[src/rtl/vga_timing_pkg.sv]
// vga_timing_pkg
//   Shared constants for the raster timing generator: default 640x480@60
//   geometry, default picture-window placement for the 256x240 PPU image,
//   a helper that sums the four segments of a line/frame, and the pulse
//   bundle type used by the top level.
package vga_timing_pkg;

   localparam int DEF_H_ACTIVE   = 640;
   localparam int DEF_H_FP       = 16;
   localparam int DEF_H_SYNC     = 96;
   localparam int DEF_H_BP       = 48;
   localparam int DEF_V_ACTIVE   = 480;
   localparam int DEF_V_FP       = 10;
   localparam int DEF_V_SYNC     = 2;
   localparam int DEF_V_BP       = 33;
   localparam int DEF_WIN_X0     = 64;
   localparam int DEF_WIN_Y0     = 0;
   localparam int DEF_WIN_W      = 256;
   localparam int DEF_WIN_H      = 240;
   localparam int DEF_SCALE_LOG2 = 1;

   // Total counts per axis: active + front porch + sync + back porch.
   function automatic int axis_total(input int act, input int fp,
                                     input int sync, input int bp);
      return act + fp + sync + bp;
   endfunction

   typedef struct packed {
      logic line_start;
      logic animate;
      logic screenend;
   } pulse_t;

endpackage

[src/rtl/vga_axis_counter.sv]
// vga_axis_counter
//   Generic wrapping position counter for one raster axis. The next-count
//   value and its decodes are exported combinationally so the parent can
//   register its outputs on the same edge the counter moves.
//   Ports:
//     clk, i_rst     clock, synchronous active-high reset (forces next = 0)
//     i_en           advance enable
//     o_nxt          value the counter holds after this edge
//     o_wrap         this edge wraps MAX -> 0 (carry into the next axis)
//     o_act_nxt      o_nxt < ACT
//     o_sync_nxt     SYNC_LO <= o_nxt < SYNC_HI
module vga_axis_counter #(
   parameter int W       = 11,
   parameter int MAX     = 799,
   parameter int ACT     = 640,
   parameter int SYNC_LO = 656,
   parameter int SYNC_HI = 752
)(
   input  logic         clk,
   input  logic         i_rst,
   input  logic         i_en,
   output logic [W-1:0] o_nxt,
   output logic         o_wrap,
   output logic         o_act_nxt,
   output logic         o_sync_nxt
);
   localparam int W1 = W + 1;
   localparam logic [W-1:0] L_MAX = W'(MAX);
   localparam logic [W-1:0] L_ONE = W'(1);
   // Window bounds compared one bit wider: SYNC_HI may equal MAX+1 = 2^W.
   localparam logic [W:0]   L_ACT = W1'(ACT);
   localparam logic [W:0]   L_SLO = W1'(SYNC_LO);
   localparam logic [W:0]   L_SHI = W1'(SYNC_HI);

   logic [W-1:0] r_cnt;
   logic [W:0]   w_nxt_x;

   always_comb begin
      o_wrap = 1'b0;
      o_nxt  = r_cnt;
      if (i_rst) begin
         o_nxt = '0;
      end else if (i_en) begin
         if (r_cnt == L_MAX) begin
            o_wrap = 1'b1;
            o_nxt  = '0;
         end else begin
            o_nxt = r_cnt + L_ONE;
         end
      end
   end

   assign w_nxt_x    = {1'b0, o_nxt};
   assign o_act_nxt  = (w_nxt_x < L_ACT);
   assign o_sync_nxt = (w_nxt_x >= L_SLO) && (w_nxt_x < L_SHI);

   always_ff @(posedge clk) begin
      if (i_rst)     r_cnt <= '0;
      else if (i_en) r_cnt <= o_nxt;
   end

endmodule

[src/rtl/vga_timing_gen.sv]
// vga_timing_gen
//   Parametrised raster timing generator with a scaled picture window.
//   Every output is registered from the next-count decode, so outputs move
//   on the same pixel-strobe edge as the counters and hold between strobes.
//   Ports:
//     clk, i_rst            clock, synchronous active-high reset
//     i_pix_stb             pixel advance enable (one clk wide)
//     horizSync, vertSync   syncs, asserted level HS_POL / VS_POL
//     o_active, o_blanking  visible-area flag and its inverse
//     o_x, o_y              raster coordinates (o_x 0 / o_y clamped outside)
//     o_win_active          inside the scaled picture window
//     o_win_x, o_win_y      window-local source coordinates
//     o_line_start, o_animate, o_screenend  one-clk position pulses
//     o_frame               8-bit frame counter
module vga_timing_gen
   import vga_timing_pkg::*;
#(
   parameter int H_ACTIVE   = DEF_H_ACTIVE,
   parameter int H_FP       = DEF_H_FP,
   parameter int H_SYNC     = DEF_H_SYNC,
   parameter int H_BP       = DEF_H_BP,
   parameter int V_ACTIVE   = DEF_V_ACTIVE,
   parameter int V_FP       = DEF_V_FP,
   parameter int V_SYNC     = DEF_V_SYNC,
   parameter int V_BP       = DEF_V_BP,
   parameter bit HS_POL     = 1'b0,
   parameter bit VS_POL     = 1'b0,
   parameter int WIN_X0     = DEF_WIN_X0,
   parameter int WIN_Y0     = DEF_WIN_Y0,
   parameter int WIN_W      = DEF_WIN_W,
   parameter int WIN_H      = DEF_WIN_H,
   parameter int SCALE_LOG2 = DEF_SCALE_LOG2,
   parameter int X_W        = 11,
   parameter int Y_W        = 10
)(
   input  logic           clk,
   input  logic           i_rst,
   input  logic           i_pix_stb,
   output logic           horizSync,
   output logic           vertSync,
   output logic           o_active,
   output logic           o_blanking,
   output logic [X_W-1:0] o_x,
   output logic [Y_W-1:0] o_y,
   output logic           o_win_active,
   output logic [7:0]     o_win_x,
   output logic [7:0]     o_win_y,
   output logic           o_line_start,
   output logic           o_animate,
   output logic           o_screenend,
   output logic [7:0]     o_frame
);
   localparam int H_TOTAL = axis_total(H_ACTIVE, H_FP, H_SYNC, H_BP);
   localparam int V_TOTAL = axis_total(V_ACTIVE, V_FP, V_SYNC, V_BP);
   localparam int XW1 = X_W + 1;
   localparam int YW1 = Y_W + 1;
   localparam int WIN_X1 = WIN_X0 + (WIN_W << SCALE_LOG2);
   localparam int WIN_Y1 = WIN_Y0 + (WIN_H << SCALE_LOG2);

   localparam logic [X_W:0]   L_WX0   = XW1'(WIN_X0);
   localparam logic [X_W:0]   L_WX1   = XW1'(WIN_X1);
   localparam logic [Y_W:0]   L_WY0   = YW1'(WIN_Y0);
   localparam logic [Y_W:0]   L_WY1   = YW1'(WIN_Y1);
   localparam logic [X_W-1:0] L_WX0N  = X_W'(WIN_X0);
   localparam logic [Y_W-1:0] L_WY0N  = Y_W'(WIN_Y0);
   localparam logic [X_W-1:0] L_HACT  = X_W'(H_ACTIVE);
   localparam logic [X_W-1:0] L_HLAST = X_W'(H_TOTAL - 1);
   localparam logic [Y_W-1:0] L_VALST = Y_W'(V_ACTIVE - 1);
   localparam logic [Y_W-1:0] L_VLAST = Y_W'(V_TOTAL - 1);

   if ((WIN_X1 > H_ACTIVE) || (WIN_Y1 > V_ACTIVE) ||
       ((H_TOTAL - 1) >= (1 << X_W)) || ((V_TOTAL - 1) >= (1 << Y_W)) ||
       (X_W < 8) || (Y_W < 8)) begin : g_cfg_err
      $error("vga_timing_gen: window outside active area or counter too narrow");
   end

   logic [X_W-1:0] w_h_nxt;
   logic [Y_W-1:0] w_v_nxt;
   logic           w_h_wrap, w_v_wrap;
   logic           w_h_act, w_v_act, w_h_sync, w_v_sync;

   vga_axis_counter #(
      .W(X_W), .MAX(H_TOTAL - 1), .ACT(H_ACTIVE),
      .SYNC_LO(H_ACTIVE + H_FP), .SYNC_HI(H_ACTIVE + H_FP + H_SYNC)
   ) u_h (
      .clk(clk), .i_rst(i_rst), .i_en(i_pix_stb),
      .o_nxt(w_h_nxt), .o_wrap(w_h_wrap),
      .o_act_nxt(w_h_act), .o_sync_nxt(w_h_sync)
   );

   // The line carry already includes the strobe and excludes reset.
   vga_axis_counter #(
      .W(Y_W), .MAX(V_TOTAL - 1), .ACT(V_ACTIVE),
      .SYNC_LO(V_ACTIVE + V_FP), .SYNC_HI(V_ACTIVE + V_FP + V_SYNC)
   ) u_v (
      .clk(clk), .i_rst(i_rst), .i_en(w_h_wrap),
      .o_nxt(w_v_nxt), .o_wrap(w_v_wrap),
      .o_act_nxt(w_v_act), .o_sync_nxt(w_v_sync)
   );

   // Window decode on the next position; offsets are taken at full counter
   // width, then scaled down and truncated to the 8-bit source coordinate.
   logic [X_W:0]   w_hx;
   logic [Y_W:0]   w_vx;
   logic [X_W-1:0] w_dx, w_dx_sh;
   logic [Y_W-1:0] w_dy, w_dy_sh;
   logic           w_act, w_win;
   pulse_t         w_pulse;

   assign w_hx    = {1'b0, w_h_nxt};
   assign w_vx    = {1'b0, w_v_nxt};
   assign w_dx    = w_h_nxt - L_WX0N;
   assign w_dy    = w_v_nxt - L_WY0N;
   assign w_dx_sh = w_dx >> SCALE_LOG2;
   assign w_dy_sh = w_dy >> SCALE_LOG2;
   assign w_act   = w_h_act && w_v_act;
   assign w_win   = w_act && (w_hx >= L_WX0) && (w_hx < L_WX1) &&
                    (w_vx >= L_WY0) && (w_vx < L_WY1);

   // A strobe always moves h, so "next equals X" means "entered X".
   always_comb begin
      w_pulse            = '0;
      w_pulse.line_start = w_h_wrap;
      if (i_pix_stb && !i_rst) begin
         w_pulse.animate   = (w_h_nxt == L_HACT)  && (w_v_nxt == L_VALST);
         w_pulse.screenend = (w_h_nxt == L_HLAST) && (w_v_nxt == L_VLAST);
      end
   end

   logic           r_hs, r_vs, r_active, r_win;
   logic [X_W-1:0] r_x;
   logic [Y_W-1:0] r_y;
   logic [7:0]     r_wx, r_wy, r_frame;
   pulse_t         r_pulse;

   always_ff @(posedge clk) begin
      if (i_rst) begin
         r_hs     <= ~HS_POL;
         r_vs     <= ~VS_POL;
         r_active <= 1'b1;
         r_x      <= '0;
         r_y      <= '0;
         r_win    <= (WIN_X0 == 0) && (WIN_Y0 == 0);
         r_wx     <= '0;
         r_wy     <= '0;
         r_frame  <= '0;
         r_pulse  <= '0;
      end else begin
         if (i_pix_stb) begin
            r_hs     <= w_h_sync ? HS_POL : ~HS_POL;
            r_vs     <= w_v_sync ? VS_POL : ~VS_POL;
            r_active <= w_act;
            r_x      <= w_act ? w_h_nxt : '0;
            r_y      <= w_v_act ? w_v_nxt : L_VALST;
            r_win    <= w_win;
            r_wx     <= w_win ? w_dx_sh[7:0] : 8'd0;
            r_wy     <= w_win ? w_dy_sh[7:0] : 8'd0;
         end
         if (w_v_wrap) r_frame <= r_frame + 8'd1;
         // Pulses follow the strobe directly so they last exactly one clk.
         r_pulse <= w_pulse;
      end
   end

   assign horizSync    = r_hs;
   assign vertSync     = r_vs;
   assign o_active     = r_active;
   assign o_blanking   = ~r_active;
   assign o_x          = r_x;
   assign o_y          = r_y;
   assign o_win_active = r_win;
   assign o_win_x      = r_wx;
   assign o_win_y      = r_wy;
   assign o_line_start = r_pulse.line_start;
   assign o_animate    = r_pulse.animate;
   assign o_screenend  = r_pulse.screenend;
   assign o_frame      = r_frame;

endmodule

[config.mk]
export PLATFORM = sky130hd
export DESIGN_NAME = vga_timing_gen
export DESIGN_NICKNAME = d
export VERILOG_FILES = /design/src/rtl/vga_timing_pkg.sv /design/src/rtl/vga_axis_counter.sv /design/src/rtl/vga_timing_gen.sv
export SDC_FILE = /design/constraint.sdc
export NUM_CORES = 1
export LEC_CHECK = 0
export BUFFER_PORTS_ARGS = -buffer_cell sky130_fd_sc_hd__buf_4
export CELL_PAD_IN_SITES_DETAIL_PLACEMENT = 0
export CELL_PAD_IN_SITES_GLOBAL_PLACEMENT = 1
export CORE_MARGIN = 1
export CORE_UTILIZATION = 25
export DETAILED_ROUTE_END_ITERATION = 10
export PLACE_DENSITY = 0.55
export SYNTH_ARGS = -nofsm -noshare
export SYNTH_HDL_FRONTEND = slang
export SYNTH_SLANG_ARGS = --single-unit
[constraint.sdc]
create_clock -name clk -period 2.7 [get_ports clk]
set_clock_uncertainty 0.05 [all_clocks]
set_input_delay 0.27 -clock clk [delete_from_list [all_inputs] [get_ports clk]]
set_output_delay 0.27 -clock clk [all_outputs]
set_load 0.05 [all_outputs]
# [Word level (Yosys, flattened, before mapping)]
# Index checks and enable logic that the tools add are counted.
# W data, S select, Z words.
[word_totals] ff_bits=73 latchBits=0 mem_bits_rw=0 mem_bits_ro=0 inputBits=3 out_inout_bits=53 word_cells=65 memories=0
[classes] add_sub_neg=4 multipliers=0 div_mod_pow=0 n_lt_le_gt_ge=9 eq_ne=6 n_shift=0 n_mux=18 n_bitwise=2 n_reduce_logical=12
[ops] operator="$mux W11" n=4
[ops] operator="$mux W10" n=4
[ops] operator="$eq A11 B10 Y1 const B" n=3
[ops] operator="$lt A11 B10 Y1 const B" n=3
[ops] operator="$eq A10 B10 Y1 const B" n=2
[ops] operator="$lt A10 B9 Y1 const B" n=2
[ops] operator="$mux W8" n=2
[ops] operator="$add A11 B1 Y11 const B" n=1
[ops] operator="$ge A11 B10 Y1 const B" n=1
[ops] operator="$ge A11 B7 Y1 const B" n=1
[ops] operator="$add A10 B1 Y10 const B" n=1
[ops] operator="$eq A10 B9 Y1 const B" n=1
[ops] operator="$ge A10 B1 Y1 const B" n=1
[ops] operator="$ge A10 B9 Y1 const B" n=1
[ops] operator="$logic_and A1 B1 Y1" n=10
[ops] operator="$sub A9 B7 Y9 const B" n=1
[ops] operator="$add A8 B1 Y8 const B" n=1
[ops] operator="$mux W1" n=8
[ops] operator="$not A1 Y1" n=2
[ops] operator="$reduce_or A2 Y1" n=1
[ops] operator="$logic_not A1 Y1" n=1

# [Logic depth before layout (Yosys ltp)]
[logic_depth] ltp_word=13 ltp_mapped=11 mapped_depth_nobuf=11

# [Hierarchy]
# Synthesis repeated with hierarchy kept, for this count alone.
[hier_totals] cells_unflattened=381 area_unflattened_um2=3474.6
[modules_own_cells] module="vga_timing_gen" n_inst=1 cells_each=195 area_per_inst_um2=1930.6 seq_area_each_um2=1041.0
[modules_own_cells] module="vga_axis_counter (u_v)" n_inst=1 cells_each=92 area_per_inst_um2=773.2 seq_area_each_um2=200.2
[modules_own_cells] module="vga_axis_counter (u_h)" n_inst=1 cells_each=94 area_per_inst_um2=770.7 seq_area_each_um2=220.2

# [Worst setup path before layout]
# No wires, ideal clock.
[synth_timing] kind="register -> register" from="register u_h.r_cnt[0]" to="register r_pulse, in the netlist o_screenend" setup_ps=96 arrival_ps=2679 required_ps=2554 path_slack_ps=-125 path_stages_with_launch=12 n_path_buf=0 period_less_slack_ps=2825 cell_sequence="dfxtp_1 ha_1 or4b_4 o41ai_4 a21oi_1 inv_1 ha_1 nor3b_1 nand4_1 a211oi_1 nand4b_1 nor4b_1"
[synth_via] word_cells_on_any_way=13 classes_between="1 x add/sub; 3 x eq/ne; 8 x mux; 1 x reduce/logical"
[synth_lines] element="start: declaration" line="vga_axis_counter.sv:35" rtl="logic [W-1:0] r_cnt;"
[synth_lines] element="start signal: assignment" line="vga_axis_counter.sv:59" rtl="else if (i_en) r_cnt <= o_nxt;"
[synth_lines] element="$add A11 B1 Y11 or $eq A11 B10 Y1 (tied branches)" line="vga_axis_counter.sv:48, vga_axis_counter.sv:44"
[synth_lines] element="$mux W11 (*)" line="vga_axis_counter.sv:44" rtl="if (r_cnt == L_MAX) begin"
[synth_lines] element="$mux W11 (*)" line="vga_axis_counter.sv:43" rtl="end else if (i_en) begin"
[synth_lines] element="$mux W11 (*)" line="vga_axis_counter.sv:41" rtl="if (i_rst) begin"
[synth_lines] element="via u_h.o_nxt[7]" line="vga_axis_counter.sv:22" rtl="output logic [W-1:0] o_nxt,"
[synth_lines] element="$eq A11 B10 Y1 (*)" line="vga_timing_gen.sv:126" rtl="w_pulse.screenend = (w_h_nxt == L_HLAST) && (w_v_nxt == L_VLAST);"
[synth_lines] element="$logic_and A1 B1 Y1 (*)" line="vga_timing_gen.sv:126"
[synth_lines] element="end signal: assignment" line="vga_timing_gen.sv:161" rtl="r_pulse <= w_pulse;"
[synth_lines] element="end: declaration" line="vga_timing_gen.sv:134" rtl="pulse_t r_pulse;"
# The timed path passes the listed nets; every way through them passes the cells marked *.
# A chain may end at the register's enable or synchronous reset.

# [Worst setup path after layout]
[layout_timing] from="register u_h.r_cnt[0]" to="register r_wx[0] (netlist: o_win_x[0])"
[layout_via] elab_chain_cells=13 word_cells_on_any_way=22 classes_between="2 x add/sub; 5 x order compare; 1 x eq/ne; 9 x mux; 5 x reduce/logical"
[layout_lines] element="parallel branches: the longest is 12 deep, another holds $add A11 B1 Y11"
[layout_lines] element="$mux W8 (*)" line="vga_timing_gen.sv:156" rtl="r_wx <= w_win ? w_dx_sh[7:0] : 8'd0;"
[layout_lines] element="end signal: assignment" line="vga_timing_gen.sv:156"
[layout_lines] element="end: declaration" line="vga_timing_gen.sv:133" rtl="logic [7:0] r_wx, r_wy, r_frame;"
# Every way passes the cells marked *.

==> reports/results.tsv <==
metric	value	unit
Worst R2R Start	u_h.r_cnt[0]	
Layout area overhead	48.69	%
RSZ-0062 raised after global routing	yes	
Max Cap Viol	0	
die area	14070	um2
#FFs+latches synth	73	
final net count	514	
Pwr Density	481.5	nW/um2
pin count of the biggest net entering global routing	31	
number of synthesized flops with an enable pin	0	
leakage	2.095	nW
H-tree levels	3	
crit-path cells	ha_4, or4b_4, nor3_2, buf_4, buf_4, nand3_2, a22oi_2, a211oi_2, buf_4, nor3b_4, buf_12, a22o_2	
Fillers	1380	
most common cell after layout, fill and taps aside	buf_4	
CP dominant cell by count	buf_4	
CP Data Required Time	2880	ps
CTS buffer count	9	
Slew HR	0.6322	
Inserted Diodes	0	
Max FO, Critical Path	13	
Rows	42	
Root Buffer	clkbuf_16	
slowest CP cell	or4b_4	
Min-Delay Path Class	in -> reg	
initial core utilization	0.2567	
Mapped Nets	384	
Worst setup EP type	register	
wire length of the first global-routing pass	17390	um
via count	3327	
Top Ports	56	
R2R Setup Slk	0.3	ps
total gr overflow	0	
prevailing post-synth register cell	dfxtp_1	
Worst Setup Start Kind	register	
Mean Syn Cell Area	9.114	um2
RePlAce Congestion	0.8636	
DR vias/cell	4.871	
Worst Path Arrival	2880	ps
# setup viols final	0	
post-route ant nets	0	
peak supply drop	0.0002877	V
Fin. Hold Viols	0	
DP Wirelength	8399	um
Final Util	0.3817	
Yosys warnings	0	
crit path from	u_h.r_cnt[0]	
Worst Reg-to-Reg Cells	12	
drt total wl	11100	um
clock latency on the worst-skew pair	340	ps
sequential area share after synthesis	0.4299	
Mapped Area	3400	um2
post-route cell area	5055	um2
Starting DRT DRC Count	115	
CTS Buffer Depth	2	
placed inst area	4561	um2
Die H	118.6	um
Tot Pwr	2.434	mW
asr flop ratio synth	0	
total global-route track usage	0.1625	
worst slew pin tran	543.1	ps
period utilization	0.9999	
r2r endpoint	o_win_x[0]	
vias in the first global route	3172	
Die W	118.6	um
max incr delay on CP	510	ps
status	finished, final reports clean	
WS Path Type	reg -> reg	
TritonCTS clock tree	yes	
routed len/inst	16.25	um
CTS sink cnt	73	
drt drc	0	
initial antenna violation count	0	
Yosys cell types	57	
share of cells above drive strength 1	0.3846	
commonest non-fill, non-tap cells in the layout	buf_4, dfxtp_1, nor2_1	
Core ar.	13240	um2
Mapped Cells	373	
clk slew on worst S/H paths	60	ps
Tmin final	2700	ps
fin. max-slew vios	0	
Fmax	0.3704	GHz
1st-pass router iterations	4	
crit path capture	o_win_x[0]	
number of port buffers	55	
## sequential cells by signal, summed over array words and instances, names as in the netlist
signal,count
vertSync,1
o_win_active,1
o_x,11
o_animate,1
o_line_start,1
u_h.r_cnt,11
o_win_x,8
o_y,10
u_v.r_cnt,10
o_active,1
o_screenend,1
horizSync,1
o_win_y,8
o_frame,8
## worst max-delay path: cells and delay by family (launching register included)
kind / cells / cell delay, ps
adders and majority gates: 1 / 130
and+or+nand+nor: 4 / 870
buffers and inverters: 4 / 590
AOI/OAI and AO/OA: 3 / 590
DFF: 1 / 360
## through the flow
step / hold WS [ps] / setup slack (ps) / TNS, ps / instances
5_1_grt: 268.2 / -167.1 / -2693 / 683
2_1_floorplan: 459.2 / -72.54 / -487.7 / 373
4_1_cts: 243.3 / -23.67 / -42.67 / 677
3_5_place_dp: 396.1 / -163.1 / -303.5 / 662
3_3_place_gp: 397.3 / -178.1 / -327.7 / 662
6_report: 252.7 / 0.2807 / 0 / 683
## metal layers
layer / GRT usage / up-vias / share of wire
met5: 0 / - / 0
met4: 0.05854 / 0 / 0.013
met2: 0.2632 / 63 / 0.48
met1: 0.2094 / 1611 / 0.47
met3: 0.03813 / 10 / 0.035
li1: - / 1643 / -
## repair_timing
item | CTS | global route
endpoints found under the setup margin | 16 | 20
pin swaps | 1 | 6
hold buffers | 0 | 0
setup buffers | 0 | 6
resized for setup | 5 | 27
hold endpoints to repair | 0 | 0
gates cloned | 0 | 0
## synth_stat cells (all sizes together) (5+ instances only)
cell,instances,area share
a211oi,8,0.018
a21oi,15,0.022
a22o,24,0.063
a31oi,6,0.011
and2,6,0.011
and3,6,0.011
clkbuf,15,0.017
dfxtp,73,0.43
ha,8,0.029
inv,15,0.017
nand2,22,0.024
nand3,11,0.016
nand4,17,0.031
nor2,35,0.039
nor3,14,0.025
o21ai,13,0.019
o41ai,5,0.021
or3,8,0.015
xnor2,8,0.021
xor2,10,0.026
## cell type report
| type | count | area (um2) | area share |
|---|---|---|---|
| multi-input cells | 267 | 1973 | 0.3903 |
| flip-flops and latches | 73 | 1466 | 0.2901 |
| repair buffers | 137 | 1045 | 0.2067 |
| clock buffers | 10 | 239.0 | 0.04728 |
| well taps | 176 | 220.2 | 0.04356 |
| inverters | 15 | 56.30 | 0.01114 |
| clock inverters | 5 | 55.05 | 0.01089 |
## worst min-delay path by stage
stage	startpoint	endpoint	slack, ps	cells after the start
floorplan	u_v.r_cnt[9]	u_v.r_cnt[9]	460	2
global placement	o_y[9]	o_y[9]	400	1
detailed placement	o_win_x[5]	o_win_x[5]	400	2
CTS	i_pix_stb	horizSync	240	3
global route	i_pix_stb	horizSync	270	3
finish	i_pix_stb	horizSync	250	3
## logic make-up after synthesis
kind of cell | after synthesis | synth area share
compound gates | 91 | 0.2039
xor+xnor | 18 | 0.04637
fa+ha+maj | 8 | 0.02945
buf+inv | 33 | 0.03975
flops | 73 | 0.4299
mux | 2 | 0.005889
simple gates | 148 | 0.2448
## power breakdown
part	leakage [nW]	total, mW	internal, mW	switching, mW
sequential	0.591	1.10	1.09	0.00814
clock	0.149	1.18	0.733	0.444
combinational	1.36	0.160	0.0563	0.104
Note: power is estimated with default switching activity, not from simulation.
